File: config.mk
export PLATFORM = sky130hd
export DESIGN_NAME = instr_fetch
export DESIGN_NICKNAME = d
export VERILOG_FILES = /design/src/rtl/salamander_pkg.sv /design/src/rtl/instr_fifo.sv /design/src/rtl/instr_fetch.sv
export SDC_FILE = /design/constraint.sdc
export NUM_CORES = 1
export LEC_CHECK = 0
export CORE_ASPECT_RATIO = 0.8
export CORE_MARGIN = 1.5
export CORE_UTILIZATION = 30
export CTS_BUF_LIST = sky130_fd_sc_hd__clkbuf_16
export DETAILED_ROUTE_END_ITERATION = 6
export PLACE_DENSITY = 0.68
export SETUP_SLACK_MARGIN = 0.4
export SLEW_MARGIN = 20
export SYNTH_ARGS = -nofsm -noshare
export SYNTH_HDL_FRONTEND = slang
export SYNTH_HIERARCHICAL = 1
export SYNTH_SLANG_ARGS = --single-unit
export TNS_END_PERCENT = 1
File: constraint.sdc
create_clock -name clk -period 1.8 [get_ports clk]
set_clock_uncertainty 0.05 [all_clocks]
set_input_delay 0.36 -clock clk [delete_from_list [all_inputs] [get_ports clk]]
set_output_delay 0.36 -clock clk [all_outputs]
set_load 0.01 [all_outputs]
File: src/rtl/salamander_pkg.sv
// Shared Salamander-4 types and default widths used by PC, fetch and decode.
package salamander_pkg;

  localparam int unsigned DEFAULT_ADDR_W  = 5;
  localparam int unsigned DEFAULT_INSTR_W = 8;

  typedef enum logic [2:0] {
    IDLE,
    RUN,
    DRAIN,
    DRAIN_H,
    HALT
  } fetch_state_t;

endpackage

File: src/rtl/instr_fifo.sv
// Small instruction buffer between program memory and decode.
// Head data is read straight from storage; clear empties it in one edge.
module instr_fifo #(
  parameter int unsigned DEPTH   = 2,
  parameter int unsigned INSTR_W = 8
) (
  input  logic                     clk,
  input  logic                     rstn,
  input  logic                     push,
  input  logic                     pop,
  input  logic                     clear,
  input  logic [INSTR_W-1:0]       wdata,
  output logic [INSTR_W-1:0]       rdata,
  output logic [$clog2(DEPTH):0]   count,
  output logic                     empty,
  output logic                     full
);

  localparam int unsigned PW = $clog2(DEPTH);
  localparam int unsigned CW = $clog2(DEPTH) + 1;

  logic [INSTR_W-1:0] mem [DEPTH];
  logic [PW-1:0]      wr_ptr;
  logic [PW-1:0]      rd_ptr;
  logic [CW-1:0]      cnt;

  always_ff @(posedge clk or negedge rstn) begin
    if (!rstn) begin
      wr_ptr <= '0;
      rd_ptr <= '0;
      cnt    <= '0;
      for (int i = 0; i < int'(DEPTH); i++) mem[i] <= '0;
    end else if (clear) begin
      wr_ptr <= '0;
      rd_ptr <= '0;
      cnt    <= '0;
    end else begin
      if (push) begin
        mem[wr_ptr] <= wdata;
        wr_ptr      <= wr_ptr + PW'(1);
      end
      if (pop) rd_ptr <= rd_ptr + PW'(1);
      case ({push, pop})
        2'b10:   cnt <= cnt + CW'(1);
        2'b01:   cnt <= cnt - CW'(1);
        default: cnt <= cnt;
      endcase
    end
  end

  assign rdata = mem[rd_ptr];
  assign count = cnt;
  assign empty = (cnt == '0);
  assign full  = (cnt == CW'(DEPTH));

endmodule

File: src/rtl/instr_fetch.sv
// Salamander-4 fetch stage: issues PC-addressed reads, buffers returned words
// and hands them to decode over valid/ready; stops on disable, pc_max or flush.
module instr_fetch
  import salamander_pkg::*;
#(
  parameter int unsigned ADDR_W  = DEFAULT_ADDR_W,
  parameter int unsigned INSTR_W = DEFAULT_INSTR_W,
  parameter int unsigned DEPTH   = 2
) (
  input  logic               clk,
  input  logic               rstn,
  input  logic               en,
  input  logic               flush,
  input  logic [ADDR_W-1:0]  pc_val,
  input  logic               pc_max,
  output logic               pc_inc,
  output logic [ADDR_W-1:0]  mem_addr,
  output logic               mem_rd,
  input  logic [INSTR_W-1:0] mem_rdata,
  output logic [INSTR_W-1:0] instr_out,
  output logic               instr_valid,
  input  logic               instr_ready,
  output logic               halted
);

  localparam int unsigned CW = $clog2(DEPTH) + 1;

  fetch_state_t  state_q;
  logic          rd_pending_q;
  logic          halted_q;
  logic [CW-1:0] count;
  logic [CW-1:0] occ;
  logic          empty;
  logic          full;
  logic          pop;
  logic          push;
  logic          issue;

  // Credit check counts the in-flight read so the buffer can never overflow.
  assign pop   = instr_valid & instr_ready;
  assign occ   = count + CW'(rd_pending_q) - CW'(pop);
  assign issue = (state_q == RUN) & en & ~pc_max & ~flush & (occ < CW'(DEPTH));
  assign push  = rd_pending_q & ~flush;

  assign mem_addr    = pc_val;
  assign mem_rd      = issue;
  assign pc_inc      = issue;
  assign instr_valid = ~empty;
  assign halted      = halted_q;

  instr_fifo #(
    .DEPTH   (DEPTH),
    .INSTR_W (INSTR_W)
  ) u_fifo (
    .clk   (clk),
    .rstn  (rstn),
    .push  (push),
    .pop   (pop),
    .clear (flush),
    .wdata (mem_rdata),
    .rdata (instr_out),
    .count (count),
    .empty (empty),
    .full  (full)
  );

  // Fetch control; flush only redirects HALT, other states keep their own exits.
  always_ff @(posedge clk or negedge rstn) begin
    if (!rstn) begin
      state_q      <= IDLE;
      rd_pending_q <= 1'b0;
      halted_q     <= 1'b0;
    end else begin
      rd_pending_q <= issue;
      case (state_q)
        IDLE: begin
          if (en) begin
            state_q  <= pc_max ? HALT : RUN;
            halted_q <= pc_max;
          end
        end
        RUN: begin
          if (!en)        state_q <= DRAIN;
          else if (pc_max) state_q <= DRAIN_H;
        end
        DRAIN: begin
          if (!rd_pending_q) state_q <= IDLE;
        end
        DRAIN_H: begin
          if (!rd_pending_q) begin
            state_q  <= HALT;
            halted_q <= 1'b1;
          end
        end
        HALT: begin
          if (flush) begin
            state_q  <= IDLE;
            halted_q <= 1'b0;
          end
        end
        default: begin
          state_q  <= IDLE;
          halted_q <= 1'b0;
        end
      endcase
    end
  end

  always @(posedge clk) begin
    if (rstn && !flush) assert (!(push && full && !pop));
  end

endmodule

# After elaboration in Yosys (flattened, before gate mapping)
# Index checks and enable logic that the tools add are counted.
# Widths: inputs -> output; s select.
# totals
register_bits	25
wordCells	75
# op_classes
add_sub_neg	6
reduce_logical	10
n_lt_le_gt_ge	4
bitwise_logic	12
n_mux	24
n_eq_ne	11
# ops
operator	count
$mux 8	4
$mux 3	7
$bwmux 16	1
$pmux 3 s5	1
$demux 8 s1	1
$ne 2x2->1 const B	4
$mux 1	7
$and 1x1->1	6
$eq 3x2->1 const B	2
$reduce_and 5->1	1
$ge 2x2->1 const B	2
$not 1->1	4
$not 1->2	2
$pmux 1 s4	1
$pmux 2 s2	1
$reduce_and 4->1	1
$reduce_bool 2->1	2
$eq 3x1->1 const B	1
$eq 3x3->1 const B	1
$logic_not 3->1	1
$ne 3x3->1 const B	1
$reduce_bool 3->1	1
$add 1x1->1 const B	2
$add 2x1->2	1
other kinds (12)	12

# Logic depth before layout (Yosys ltp)
# Gate-level depths: netlist of the first run.
# logic_depth
word_depth	6
mapped_depth	7

# Modules after synthesis
# Netlist of the first run, hierarchy kept.
# by_module_without_submodules
module	seq_area_each_um2	area_per_inst_um2	cells_per_inst	instances
instr_fifo	500.5	899.6	63	1
instr_fetch	125.1	410.4	44	1

# Least setup slack after synthesis of the first run
# No wires, ideal clock.
# synth_path
path_type	register -> output
startpoint	reg u_fifo.cnt[0] (netlist: u_fifo/count[0])
endpoint	out pc_inc
arrival_time_ns	1.823
path_stages_with_launch	8
path_slack_ns	-0.433
path_cell_list	dfrtp_1 nor2_1 nor2b_1 ha_1 nor2b_1 xnor2_1 nor3_1 buf_4
# synth_via
elab_chain_cells	6
word_cells_on_any_way	7
cone_classes	add/sub: 2; order compare: 1; bitwise: 3; reduce/logical: 1
# synth_rtl
element	line_no	source
from (decl)	instr_fifo.sv:25	logic [CW-1:0] cnt;
from (signal assigned)	instr_fifo.sv:44	2'b10: cnt <= cnt + CW'(1);
from (signal assigned)	instr_fifo.sv:45	2'b01: cnt <= cnt - CW'(1);
from (signal assigned)	instr_fifo.sv:46	default: cnt <= cnt;
$logic_not 2->1	instr_fifo.sv:53	assign empty = (cnt == '0);
net empty	instr_fetch.sv:33	logic empty;
$not 1->1	instr_fetch.sv:48	assign instr_valid = ~empty;
$and 1x1->1	instr_fetch.sv:40	assign pop = instr_valid & instr_ready;
net pop	instr_fetch.sv:35	logic pop;
$sub 2x1->2	instr_fetch.sv:41	assign occ = count + CW'(rd_pending_q) - CW'(pop);
$lt 2x2->1	instr_fetch.sv:42	assign issue = (state_q == RUN) & en & ~pc_max & ~flush & (occ < CW'(DEPTH));
$and 1x1->1	instr_fetch.sv:42	
to (decl)	instr_fetch.sv:16	output logic pc_inc,
# The timed path passes the listed nets, and every way through them passes these cells.

# Worst setup path after layout of the first run
# layout_path
startpoint	reg u_fifo.cnt[1] (netlist: u_fifo/count[1])
endpoint	out mem_rd
# layout_via
elab_chain_cells	6
word_cells_on_any_way	7
cone_classes	add/sub: 2; order compare: 1; bitwise: 3; reduce/logical: 1
# layout_rtl
element	line_no	source
$logic_not 2->1	instr_fifo.sv:53	
net empty	instr_fetch.sv:33	
$not 1->1	instr_fetch.sv:48	
$and 1x1->1	instr_fetch.sv:40	
net pop	instr_fetch.sv:35	
$sub 2x1->2	instr_fetch.sv:41	
$lt 2x2->1	instr_fetch.sv:42	
$and 1x1->1	instr_fetch.sv:42	
to (decl)	instr_fetch.sv:18	output logic mem_rd,
# The timed path passes the listed nets, and every way through them passes these cells.

==> reports/qor.txt, run 1 <==
CTS Buf Count = 3
most frequent cells in the layout = 24 x dfrtp_1, 23 x mux2_4, 16 x buf_6
Via Count = 948
Final Cycle Share = 1.14
number of global-route vias before repair = 965
Final #Nets = 166
Mapped Nets = 126
drc violations = 0
Worst setup SP type = register
most common cell after layout, fill and taps aside = dfrtp_1
dpl hpwl = 1900 um
Reg2Reg Launch Point = state_q[2]$_DFFE_PN0P_
kind of critical path = reg2out
CTS tree = done
placed cell areas = 1730 um2
Max-Cap Viols = 0
Starting Density = 0.312
final setup vio count = 2
antenna cells = 0
Synth Area per Inst = 12.3 um2
worst r2r path cells = 4
worst slack, placed = -784 ps
Mapped Area = 1300 um2
Final TNS setup = -497 ps
gp weighted congestion = 0.740
CP bufs+invs = 1
Slew headroom = 0.786
Total Power = 2190 uW
Synth Instances = 106
Hold Path Class = in2async
Slew @ Worst Pin = 321 ps
Total GRT Usage = 0.118
final slew viol count = 0
share of cells above drive strength 1 = 0.559
fmax = 0.488 GHz
drt total wl = 2830 um
crit-path max FO = 3
FP Rows = 21
violated checks = setup timing
clock root buffer = clkbuf_16
crit path from = u_fifo/count[1]$_DFFE_PN0P_
Crit path largest cell delay = 410 ps
first-pass GRT wire length = 4310 um
cell count along the critical path = 7
Syn. warnings = 6
Critical-path top delay cell = dfrtp_1
status = complete, but fails checks
post-route ant nets = 0
Final min period = 2050 ps
PD cells = 1080 nW/um2
Clock transition at path regs = 70 ps
Port Buf Inserts = 25
vias per inst = 4.69
Setup crit end kind = output pin
Final WS setup = -250 ps
CTS max path bufs = 2
Area Overhead vs Synth = 55.3%
core outline area = 4180 um2
Worst EP arrival = 1640 ps
DRT iter0 DRCs = 31
Die W = 76.7 um
# IOs = 36
CTS H-tree depth = 1
RSZ-0062 raised after global routing = yes
Top delay family on crit path = simple AND/OR/NAND/NOR gates
worst-skew pair later-pin latency = 260 ps
gr ovfl total = 0
crit-path cells = nor2_4 -> nor2b_4 -> ha_4 -> nor2b_2 -> xnor2_1 -> nor3_2 -> buf_2
antenna violations before repair = 0
fin util = 0.485
Req. time, crit path = 1390 ps
Die H = 62.0 um
area of the die = 4750 um2
Peak VDD IR = 509 uV
static leakage = 0.000935 uW
Hold Vio Cnt, Final = 0
First-pass DRT Iterations = 4
largest net degree at the start of global routing = 26
clk sink count = 25
wire length per cell = 14.0 um
fin area = 2020 um2
==> worst reg2reg max path, cell delays in order (launching register included) <==
cell and delay [ps]:
dfrtp_1 400, buf_6 150, mux2i_4 180, or4_4 540, o311a_4 130
==> through the flow <==
step                instances  hold WS (ps)
floorplan                 106          14.4
detailed placement        195           425
global route              202           464
global placement          195           413
finish                    202           413
CTS                       200           433
==> state kept, by name, indices dropped and copies added (netlist names) <==
register,flops
u_fifo/rd_ptr,1
u_fifo/wr_ptr,1
u_fifo/count,2
state_q,3
rd_pending_q,1
halted,1
u_fifo/mem,16
==> area by class of cell <==
class / count / area, um2
Fill cell: 367 / 2150
Tap cell: 57 / 71.3
Timing Repair Buffer: 46 / 464
Clock inverter: 1 / 7.51
Clock buffer: 3 / 75.1
Inverter: 2 / 7.51
Sequential cell: 25 / 627
Multi-Input combinational cell: 68 / 772
==> final timing paths <==
kind	endpoint	slack [ps]
min	u_fifo/mem[3]$_DFFE_PN0P_	410
max in group asynchronous	u_fifo/rd_ptr$_DFFE_PN0P_	1020
max reg2reg	halted$_DFFE_PN0P_	240
max	mem_rd	-250
min reg2reg	u_fifo/mem[8]$_DFFE_PN0P_	460
min in group clk	u_fifo/mem[8]$_DFFE_PN0P_	460
==> per-layer routing <==
metal	share of wire	GRT usage
met4	0.0060	0.0185
met5	0	0
met3	0.053	0.0365
met1	0.43	0.129
met2	0.51	0.235
==> timing repair <==
action | 4_1_cts | 5_1_grt
buffers inserted | 1 | 2
resized for setup | 66 | 40
pin swaps | 8 | 9
hold buffers | 0 | 0
gates cloned | 0 | 0
setup endpoints to repair | 34 | 32
==> power breakdown <==
group	leakage (uW)	total [uW]	switching, uW	internal (uW)
logic	0.000557	944	361	582
registers	0.000340	744	74.4	669
clock network	0.0000371	503	202	302
total	0.000935	2190	637	1550
Power figures use the tool's default switching activity.
==> inputs of run 2 (changes only) <==
- CTS_CLUSTER_DIAMETER: default -> 60
==> results of run 2 <==
Same layout as run 1: the final DEF is identical, and so are final timing and power.
